File: config.mk
export PLATFORM = sky130hd
export DESIGN_NAME = chaos_engine_flat
export DESIGN_NICKNAME = d
export VERILOG_FILES = /design/src/rtl/chaos_if.sv /design/src/rtl/chaos_engine.sv /design/src/flat_wrapper.sv
export SDC_FILE = /design/constraint.sdc
export NUM_CORES = 2
export LEC_CHECK = 0
export CAP_MARGIN = 20
export CORE_UTILIZATION = 40
export DETAILED_ROUTE_END_ITERATION = 8
export DONT_BUFFER_PORTS = 1
export GPL_TIMING_DRIVEN = 0
export SLEW_MARGIN = 5
export SYNTH_ARGS = -nofsm -noshare
export SYNTH_HDL_FRONTEND = slang
export SYNTH_SLANG_ARGS = --single-unit
File: constraint.sdc
create_clock -name clk -period 10 [get_ports clk]
set_input_delay 1.5 -clock clk [delete_from_list [all_inputs] [get_ports clk]]
set_output_delay 1.5 -clock clk [all_outputs]
set_load 0.1 [all_outputs]
File: src/rtl/chaos_if.sv
// Handshake/data bundle between the HPS chaos PIO bank and chaos_engine.
interface chaos_if;
  logic        chaos_reset;
  logic        chaos_step;
  logic [31:0] chaos_shift;
  logic        chaos_done;
  logic [12:0] chaos_temp;
  logic [31:0] chaos_w, chaos_x, chaos_y, chaos_z;

  modport master (output chaos_reset, chaos_step, chaos_shift,
                  input  chaos_done, chaos_temp, chaos_w, chaos_x, chaos_y, chaos_z);
  modport slave  (input  chaos_reset, chaos_step, chaos_shift,
                  output chaos_done, chaos_temp, chaos_w, chaos_x, chaos_y, chaos_z);
endinterface

File: src/rtl/chaos_engine.sv
// 4-D hyperchaotic Lorenz integrator (Q16.16, forward Euler), one step per step/done handshake.
// Define CHAOS_SAT_EN to saturate new state values instead of wrapping them.
module chaos_engine #(
  parameter logic [31:0] INIT_X = 32'h0001_0000,
  parameter logic [31:0] INIT_Y = 32'h0001_0000,
  parameter logic [31:0] INIT_Z = 32'h0001_0000,
  parameter logic [31:0] INIT_W = 32'h0001_0000
) (
  input logic   clk,
  input logic   reset,
  chaos_if.slave bus
);
  typedef enum logic [2:0] {S_IDLE, S_MUL0, S_MUL1, S_MUL2, S_MUL3, S_CALC, S_UPD, S_DONE} state_t;
  localparam logic signed [31:0] B_Q = 32'sh0002_AAAB;

  state_t state, state_nx;
  logic restart;
  logic [4:0] sh_q;
  logic signed [31:0] w_q, x_q, y_q, z_q;
  logic [12:0] temp_q;
  logic done_q;
  logic [3:0][47:0] prod_q;  // [0]=x*z [1]=x*y [2]=y*z [3]=b*z
  logic signed [47:0] dx_q, dy_q, dz_q, dw_q;
  logic signed [47:0] dx_c, dy_c, dz_c, dw_c;
  logic signed [47:0] xe, ye, ze, we, dyx;
  logic lat_shift, mul_en, calc_en, upd_en;
  logic [1:0] mul_sel;
  logic signed [31:0] mul_a, mul_b;
  logic signed [63:0] mul_full, mul_shr;
  logic unused_bits;

  assign restart     = reset | bus.chaos_reset;
  assign unused_bits = ^{bus.chaos_shift[31:5], mul_shr[63:48], ze};

  always_ff @(posedge clk) begin
    if (restart) state <= S_IDLE;
    else         state <= state_nx;
  end

  always_comb begin
    state_nx = state;
    case (state)
      S_IDLE:  if (bus.chaos_step) state_nx = S_MUL0;
      S_MUL0:  state_nx = S_MUL1;
      S_MUL1:  state_nx = S_MUL2;
      S_MUL2:  state_nx = S_MUL3;
      S_MUL3:  state_nx = S_CALC;
      S_CALC:  state_nx = S_UPD;
      S_UPD:   state_nx = S_DONE;
      S_DONE:  if (!bus.chaos_step) state_nx = S_IDLE;
      default: state_nx = S_IDLE;
    endcase
  end

  always_comb begin
    lat_shift = 1'b0;
    mul_en    = 1'b0;
    mul_sel   = 2'd0;
    calc_en   = 1'b0;
    upd_en    = 1'b0;
    case (state)
      S_IDLE:  lat_shift = bus.chaos_step;
      S_MUL0:  begin mul_en = 1'b1; mul_sel = 2'd0; end
      S_MUL1:  begin mul_en = 1'b1; mul_sel = 2'd1; end
      S_MUL2:  begin mul_en = 1'b1; mul_sel = 2'd2; end
      S_MUL3:  begin mul_en = 1'b1; mul_sel = 2'd3; end
      S_CALC:  calc_en = 1'b1;
      S_UPD:   upd_en  = 1'b1;
      default: ;
    endcase
  end

  // Shared multiplier operand select
  always_comb begin
    mul_a = x_q;
    mul_b = z_q;
    case (mul_sel)
      2'd1:    begin mul_a = x_q; mul_b = y_q; end
      2'd2:    begin mul_a = y_q; mul_b = z_q; end
      2'd3:    begin mul_a = B_Q; mul_b = z_q; end
      default: ;
    endcase
  end

  assign mul_full = $signed({{32{mul_a[31]}}, mul_a}) * $signed({{32{mul_b[31]}}, mul_b});
  assign mul_shr  = mul_full >>> 16;

  // a*v and c*v by shift-add: 10v = 8v+2v, 28v = 32v-4v
  always_comb begin
    xe   = {{16{x_q[31]}}, x_q};
    ye   = {{16{y_q[31]}}, y_q};
    ze   = {{16{z_q[31]}}, z_q};
    we   = {{16{w_q[31]}}, w_q};
    dyx  = ye - xe;
    dx_c = (dyx <<< 3) + (dyx <<< 1) + we;
    dy_c = (xe <<< 5) - (xe <<< 2) - ye - $signed(prod_q[0]);
    dz_c = $signed(prod_q[1]) - $signed(prod_q[3]);
    dw_c = -$signed(prod_q[2]) - we;
  end

  function automatic logic [31:0] reduce(input logic signed [48:0] s);
`ifdef CHAOS_SAT_EN
    if (s[48:31] != {18{s[48]}}) return s[48] ? 32'h8000_0000 : 32'h7FFF_FFFF;
    return s[31:0];
`else
    return s[31:0];
`endif
  endfunction

  function automatic logic [31:0] next_val(input logic signed [31:0] v,
                                           input logic signed [47:0] d,
                                           input logic [4:0] sh);
    logic signed [47:0] dl;
    logic signed [48:0] s;
    dl = d >>> sh;
    s  = $signed({{17{v[31]}}, v}) + $signed({dl[47], dl});
    return reduce(s);
  endfunction

  always_ff @(posedge clk) begin
    if (restart) begin
      x_q    <= INIT_X;
      y_q    <= INIT_Y;
      z_q    <= INIT_Z;
      w_q    <= INIT_W;
      temp_q <= 13'd0;
      done_q <= 1'b0;
      sh_q   <= 5'd0;
    end else begin
      if (lat_shift) sh_q <= bus.chaos_shift[4:0];
      if (mul_en) prod_q[mul_sel] <= mul_shr[47:0];
      if (calc_en) begin
        dx_q <= dx_c;
        dy_q <= dy_c;
        dz_q <= dz_c;
        dw_q <= dw_c;
      end
      if (upd_en) begin
        x_q    <= next_val(x_q, dx_q, sh_q);
        y_q    <= next_val(y_q, dy_q, sh_q);
        z_q    <= next_val(z_q, dz_q, sh_q);
        w_q    <= next_val(w_q, dw_q, sh_q);
        temp_q <= temp_q + 13'd1;
      end
      done_q <= (state_nx == S_DONE);
    end
  end

  assign bus.chaos_done = done_q;
  assign bus.chaos_temp = temp_q;
  assign bus.chaos_x    = x_q;
  assign bus.chaos_y    = y_q;
  assign bus.chaos_z    = z_q;
  assign bus.chaos_w    = w_q;
endmodule

File: src/flat_wrapper.sv
// flat-port wrapper written by rule: the top's interface ports become plain ports
module chaos_engine_flat 
#(
  parameter logic [31:0] INIT_X = 32'h0001_0000,
  parameter logic [31:0] INIT_Y = 32'h0001_0000,
  parameter logic [31:0] INIT_Z = 32'h0001_0000,
  parameter logic [31:0] INIT_W = 32'h0001_0000
)
  (clk, reset, bus_chaos_reset, bus_chaos_step, bus_chaos_shift, bus_chaos_done, bus_chaos_temp, bus_chaos_w, bus_chaos_x, bus_chaos_y, bus_chaos_z);
  chaos_if bus_i ();
  input logic clk;
  input logic reset;
  input wire logic [$bits(bus_i.chaos_reset)-1:0] bus_chaos_reset;
  input wire logic [$bits(bus_i.chaos_step)-1:0] bus_chaos_step;
  input wire logic [$bits(bus_i.chaos_shift)-1:0] bus_chaos_shift;
  output wire logic [$bits(bus_i.chaos_done)-1:0] bus_chaos_done;
  output wire logic [$bits(bus_i.chaos_temp)-1:0] bus_chaos_temp;
  output wire logic [$bits(bus_i.chaos_w)-1:0] bus_chaos_w;
  output wire logic [$bits(bus_i.chaos_x)-1:0] bus_chaos_x;
  output wire logic [$bits(bus_i.chaos_y)-1:0] bus_chaos_y;
  output wire logic [$bits(bus_i.chaos_z)-1:0] bus_chaos_z;
  assign bus_i.chaos_reset = bus_chaos_reset;
  assign bus_i.chaos_step = bus_chaos_step;
  assign bus_i.chaos_shift = bus_chaos_shift;
  assign bus_chaos_done = bus_i.chaos_done;
  assign bus_chaos_temp = bus_i.chaos_temp;
  assign bus_chaos_w = bus_i.chaos_w;
  assign bus_chaos_x = bus_i.chaos_x;
  assign bus_chaos_y = bus_i.chaos_y;
  assign bus_chaos_z = bus_i.chaos_z;
  chaos_engine #(.INIT_X(INIT_X), .INIT_Y(INIT_Y), .INIT_Z(INIT_Z), .INIT_W(INIT_W)) u_core (.clk(clk), .reset(reset), .bus(bus_i));
endmodule
### Word level (Yosys, flattened, before mapping)

Index checks and enable logic that the tools add are counted.

| cells by class | value |
|---|---|
| add/subtract/negate cells | 14 |
| multipliers | 1 |
| order comparisons | 2 |
| equal/unequal tests | 11 |
| shift-type cells | 4 |
| mux-type cells | 13 |
| bitwise operators | 2 |
| reduce and logical (&&, ||, !) cells | 5 |

Operator list:

| kind | number |
|---|---|
| $bwmux W192 | 1 |
| $sshr A48 B5 Y32 | 4 |
| $add A32 B32 Y32 | 4 |
| $demux W48 S2 | 1 |
| $sub A48 B48 Y48 | 2 |
| $mul A32 B32 Y64 | 1 |
| $pmux W32 S2 | 1 |
| $add A48 B32 Y48 | 1 |
| $add A48 B48 Y48 | 1 |
| $mux W48 | 1 |
| $neg A48 Y48 | 1 |
| $sub A48 B32 Y48 | 1 |
| $sub A38 B32 Y39 | 1 |
| $sub A37 B34 Y38 | 1 |
| $sub A32 B32 Y33 | 1 |
| $mux W32 | 1 |
| $pmux W3 S8 | 1 |
| $eq A3 B3 Y1 const B | 5 |
| $add A13 B1 Y13 const B | 1 |
| $eq A3 B2 Y1 const B | 2 |
| $mux W3 | 2 |
| $pmux W2 S3 | 1 |
| $eq A2 B2 Y1 const B | 2 |
| $mux W1 | 4 |
| other kinds (10) | 11 |

| storage, ports and cells | value |
|---|---|
| register bits after elaboration | 534 |
| bits of input ports | 36 |
| output and inout port bits | 142 |
| logic and storage cells | 68 |

### Longest topological paths before layout

| logic depth | value |
|---|---|
| word-level depth | 7 |
| gate-level depth with buffers | 34 |
| mapped depth without buffers | 32 |

### Least setup slack after synthesis

OpenSTA, ideal clock, no wires.

| path | value |
|---|---|
| path kind | in2reg |
| start point | in bus_chaos_reset |
| end point | reg u_core.dw_q[0] (enable) |
| setup time | 0.747 ns |
| arrival | 10.135 ns |
| required time | 9.253 ns |
| path slack | -0.881 ns |
| stages on the path | 4 |
| path buffers | 1 |
| cell sequence | nor2_1 > clkbuf_1 > nand2_1 > nor2_1 |

| between the ends | value |
|---|---|
| longest elaborated chain between the ends | 3 |

RTL lines:

| what | RTL line | source |
|---|---|---|
| start: declaration | flat_wrapper.sv:13 | `input wire logic [$bits(bus_i.chaos_reset)-1:0] bus_chaos_reset;` |
| $or A1 B1 Y1 | chaos_engine.sv:32 | `assign restart = reset \| bus.chaos_reset;` |
| $not A1 Y1 (no source line) | - |  |
| $reduce_and A2 Y1 (no source line) | - |  |
| end signal: assignment | chaos_engine.sv:136 | `dw_q <= dw_c;` |
| end: declaration | chaos_engine.sv:23 | `logic signed [47:0] dx_q, dy_q, dz_q, dw_q;` |

No other way between the ends.
A chain may end at the register's enable or synchronous reset.

### Worst setup path after layout

| path | value |
|---|---|
| start point | reg u_core.state[1] |
| end point | reg u_core.prod_q[81] (netlist bit), data pin |

| between the ends | value |
|---|---|
| elaborated cells on any way between the ends | 16 |
| those cells by class | mul: 1; order compare: 2; eq/ne: 6; mux: 6; reduce/logical: 1 |

RTL lines:

| what | RTL line | source |
|---|---|---|
| start: declaration | chaos_engine.sv:16 | `state_t state, state_nx;` |
| start signal: assignment | chaos_engine.sv:37 | `else state <= state_nx;` |
| $eq A3 B3 Y1 / $eq A3 B2 Y1 (equally long branches) | chaos_engine.sv:61 | `case (state)` |
| $pmux W2 S3 (*) | chaos_engine.sv:61 |  |
| $eq A2 B2 Y1 / $eq A2 B1 Y1 (equally long branches) | chaos_engine.sv:77 | `case (mul_sel)` |
| $pmux W32 S2 / $mux W32 (equally long branches) | chaos_engine.sv:77 |  |
| $mul A32 B32 Y64 (*) | chaos_engine.sv:85 | `assign mul_full = $signed({{32{mul_a[31]}}, mul_a}) * $signed({{32{mul_b[31]}}, mul_b});` |
| net u_core.mul_full[49] | chaos_engine.sv:29 | `logic signed [63:0] mul_full, mul_shr;` |
| $bwmux W192 (*) | chaos_engine.sv:131 | `if (mul_en) prod_q[mul_sel] <= mul_shr[47:0];` |
| end signal: indexed assignment | chaos_engine.sv:131 |  |
| end: declaration | chaos_engine.sv:22 | `logic [3:0][47:0] prod_q;` |

The timed path passes the listed nets; every way through them passes the cells marked *.

==> key figures <==
Status
  • Status: completed

Floorplanning
  • Chip height: 455 um
  • Die Span X: 455 um
  • Row cnt: 166
  • Core area: 204000 um2
  • Initial core utilization: 40.2%
  • IO Pins: 178
  • Die ar.: 207000 um2

Timing
  • Final period util: 98.5%
  • Final hold vios: 0
  • Final Max Tran Viols: 0
  • Skew final: 74.7 ps
  • Fin crit period: 9850 ps
  • Worst Tran Pin Value: 1340 ps
  • Max Clock Freq: 102 MHz
  • Relative slew slack: 10.0%
  • RSZ-0062 raised after global routing: true
  • Final setup viols: 0
  • Min Hold Slack: 474 ps

Power and ir drop
  • Maximum vdd drop: 0.101 mV
  • Leak: 41.4 nW
  • PwrDens: 61.5 nW/um2

Placement
  • DP Cell Count: 11900
  • DP Wirelength: 343 mm
  • Port-buffer cells: 0
  • Placer's final routability congestion estimate: 1.09

CTS
  • CTS Root Cell: clkbuf_16
  • CTS tree: built
  • Clock transition at path regs: 70 ps
  • Cts-stage hold buffer count: 0
  • Clock sink total: 534
  • H-tree Lvls: 3
  • CTS max path bufs: 3
  • Clk Latency, worst-skew pair: 730 ps
  • Num CTS Buffers: 68

Worst setup path
  • Worst r2r src: u_core.state[1]$_SDFF_PN0_
  • Slowest CP cell: fa_2
  • Crit path DAT: 10280 ps
  • CP Capture Type: flip-flop
  • R2R setup slack: 150 ps
  • Crit path max fanout: 10
  • WP data required: 10430 ps
  • R2R cell count: 33
  • Startpoint types: flip-flop
  • Most frequent CP cell: fa_1
  • Crit path kind: reg -> reg
  • Crit-path max cell delay: 640 ps
  • Reg2reg end: u_core.prod_q[81]$_DFFE_PP_

Route
  • WL final: 409 mm
  • TritonRoute pass-1 iters: 6
  • Via density: 5.97
  • Drt drc: 0
  • Via count: 72500
  • DRT iter0 DRCs: 7816
  • Avg WL per Cell: 33.7 um
  • Post-DRT Antenna Nets: 0

Global routing
  • Largest net degree at the start of global routing: 49
  • First-pass GRT wire length: 559 mm
  • Initial antenna violation count: 23
  • GRT Total Usage: 39.1%
  • Vias in the first global route: 71600
  • Grt ovf: 0

Synthesis
  • Post-synth cell types: 96
  • Post-Synthesis Cells: 9095
  • Post-Synthesis Cell Area: 82200 um2
  • Post-synth net total: 10900
  • Async set-reset flop share out of synthesis: 0%
  • Flops & latches, synth: 534
  • Syn Area/Cell: 9.04 um2
  • Yosys warning total: 0
  • Post-synth EDFFs: 384
  • Top FF cell, synth: edfxtp_1
  • Seq/Total Area, Yosys: 17.7%

Final layout
  • Share of layout cells above drive strength 1: 11.0%
  • Synth-to-layout area growth: 12.7%
  • Most frequent cells in the layout: inv_1, nand2_1, fa_1
  • Nets: 11200
  • Post-route insts no fill: 12100
  • FILL cells: 20000
  • Most common cell after layout, fill and taps aside: inv_1

Flow run
  • Max-cap viol count: 0

Hold path
  • Hold Crit Start: u_core.bus.chaos_y[11]$_SDFFE_PN0P_
  • Hold Path Cell Cnt: 2
  • Hold endpoint: u_core.bus.chaos_y[11]$_SDFFE_PN0P_
  • Min-delay worst type: reg -> reg
## worst max-delay path, delay by kind of cell (launching register included)
kind | cells | cell delay, ps
adders and majority gates | 9 | 4390
AOI/OAI and AO/OA | 10 | 2070
buffers and inverters | 8 | 1430
and+or+nand+nor | 5 | 1010
DFF | 1 | 420
xor gates and xnor gates | 1 | 250
## layout make-up
type / count / area (um2) / area share (%)
Antenna cell: 11 / 27.5 / 0.0297
Buffer: 363 / 1810 / 1.96
Clock buffer: 84 / 1840 / 1.99
Clock inverter: 38 / 459 / 0.496
Inverter: 1344 / 5060 / 5.46
Multi-Input combinational cell: 6831 / 62100 / 67.1
Sequential cell: 534 / 14700 / 15.9
Tap cell: 2688 / 3360 / 3.63
Timing Repair Buffer: 246 / 3160 / 3.41
## registers in the layout (all words and copies together) (netlist names), 32 cells and up
name,cells
u_core.bus.chaos_z,32
u_core.prod_q,192
u_core.bus.chaos_w,32
u_core.dz_q,48
u_core.dw_q,48
u_core.dy_q,48
u_core.bus.chaos_y,32
u_core.dx_q,48
u_core.bus.chaos_x,32
## per-layer routing
layer	global-route usage, %	part of all wire [%]	vias up
met2	59.4	43	4014
met4	33.0	10	6
met1	46.9	37	36700
met3	9.27	9.2	1145
met5	0	0.0090	-
li1	-	-	30600
## cells in the mapped netlist, types with 15 or more instances
master       n  area [um2]
inv_1     1342        5040
nand2_1   1315        4940
fa_1      1153       23100
nor2_1     829        3110
ha_1       604        7560
a21oi_1    548        2740
edfxtp_1   384       11500
o21ai_0    325        1630
clkbuf_1   299        1120
xnor2_1    277        2430
a21o_1     190        1430
mux2i_1    175        1750
dfxtp_1    150        3000
mux4_2     124        2790
xor2_1     120        1050
o21a_1      82         616
mux2_2      81         912
nand3_1     77         385
nor2b_1     76         475
a211oi_1    75         563
o211ai_1    70         526
nor3_1      62         310
buf_1       59         221
o21bai_1    59         443
a31oi_1     58         363
nand2b_1    48         300
nand4_1     46         288
or2_2       45         282
and3_1      39         244
o31ai_1     27         203
and2_1      25         156
buf_2       25         125
or3_1       25         156
o22ai_1     19         119
a31o_2      16         140
a21boi_0    15         113
a22oi_1     15         113
## logic make-up after synthesis
| kind of cell | count (synthesis) | share of synthesized area, % |
|---|---|---|
| muxes | 380 | 6.64 |
| buffers and inverters | 1730 | 7.96 |
| and+or+nand+nor | 2641 | 13.5 |
| xor gates and xnor gates | 398 | 4.26 |
| DFF | 534 | 17.7 |
| AOI/OAI and AO/OA | 1655 | 12.7 |
| adders and majority gates | 1757 | 37.3 |
## worst max path at each step
stage	slack, ps	from	depth (start not counted)	to
final	150	u_core.state[1]$_SDFF_PN0_	33	u_core.prod_q[81]$_DFFE_PP_
after global routing	-30	u_core.state[0]$_SDFF_PN0_	29	u_core.prod_q[47]$_DFFE_PP_
after CTS	40	u_core.state[2]$_SDFF_PN0_	30	u_core.prod_q[43]$_DFFE_PP_
after detailed placement	-2720	u_core.state[1]$_SDFF_PN0_	32	u_core.prod_q[143]$_DFFE_PP_
after global placement	-3630	u_core.bus.chaos_y[31]$_SDFFE_PN0P_	27	u_core.prod_q[47]$_DFFE_PP_
after floorplan	300	u_core.bus.chaos_y[31]$_SDFFE_PN0P_	27	u_core.prod_q[143]$_DFFE_PP_
## stage by stage
stage | setup TNS (ps) | cell area [um2] | setup slack, ps | power, mW | util (%)
floorplan | 0 | 82200 | 301 | 2.80 | -
global placement | -784900 | 85600 | -3630 | 3.14 | 41.9
detailed placement | -244120 | 88300 | -2720 | 3.15 | 43.2
CTS | 0 | 91800 | 44.0 | 5.69 | 44.9
global route | -150 | 92600 | -29.7 | 5.81 | 45.3
finish | 0 | 92600 | 152 | 5.70 | 45.3
## repair_timing
| item | 4_1_cts | 5_1_grt |
|---|---|---|
| setup endpoints to repair | 169 | 90 |
| pin swaps | 21 | 22 |
| cloned | 0 | 0 |
| resized for setup | 348 | 134 |
| setup buffers | 38 | 35 |
## where the power goes
group          total (mW)  switching [mW]  internal, mW
registers            2.34         0.00206          2.34
logic               0.802           0.578         0.224
clock network        2.56            1.12          1.44
No activity file was read; power rests on OpenSTA's default activity.
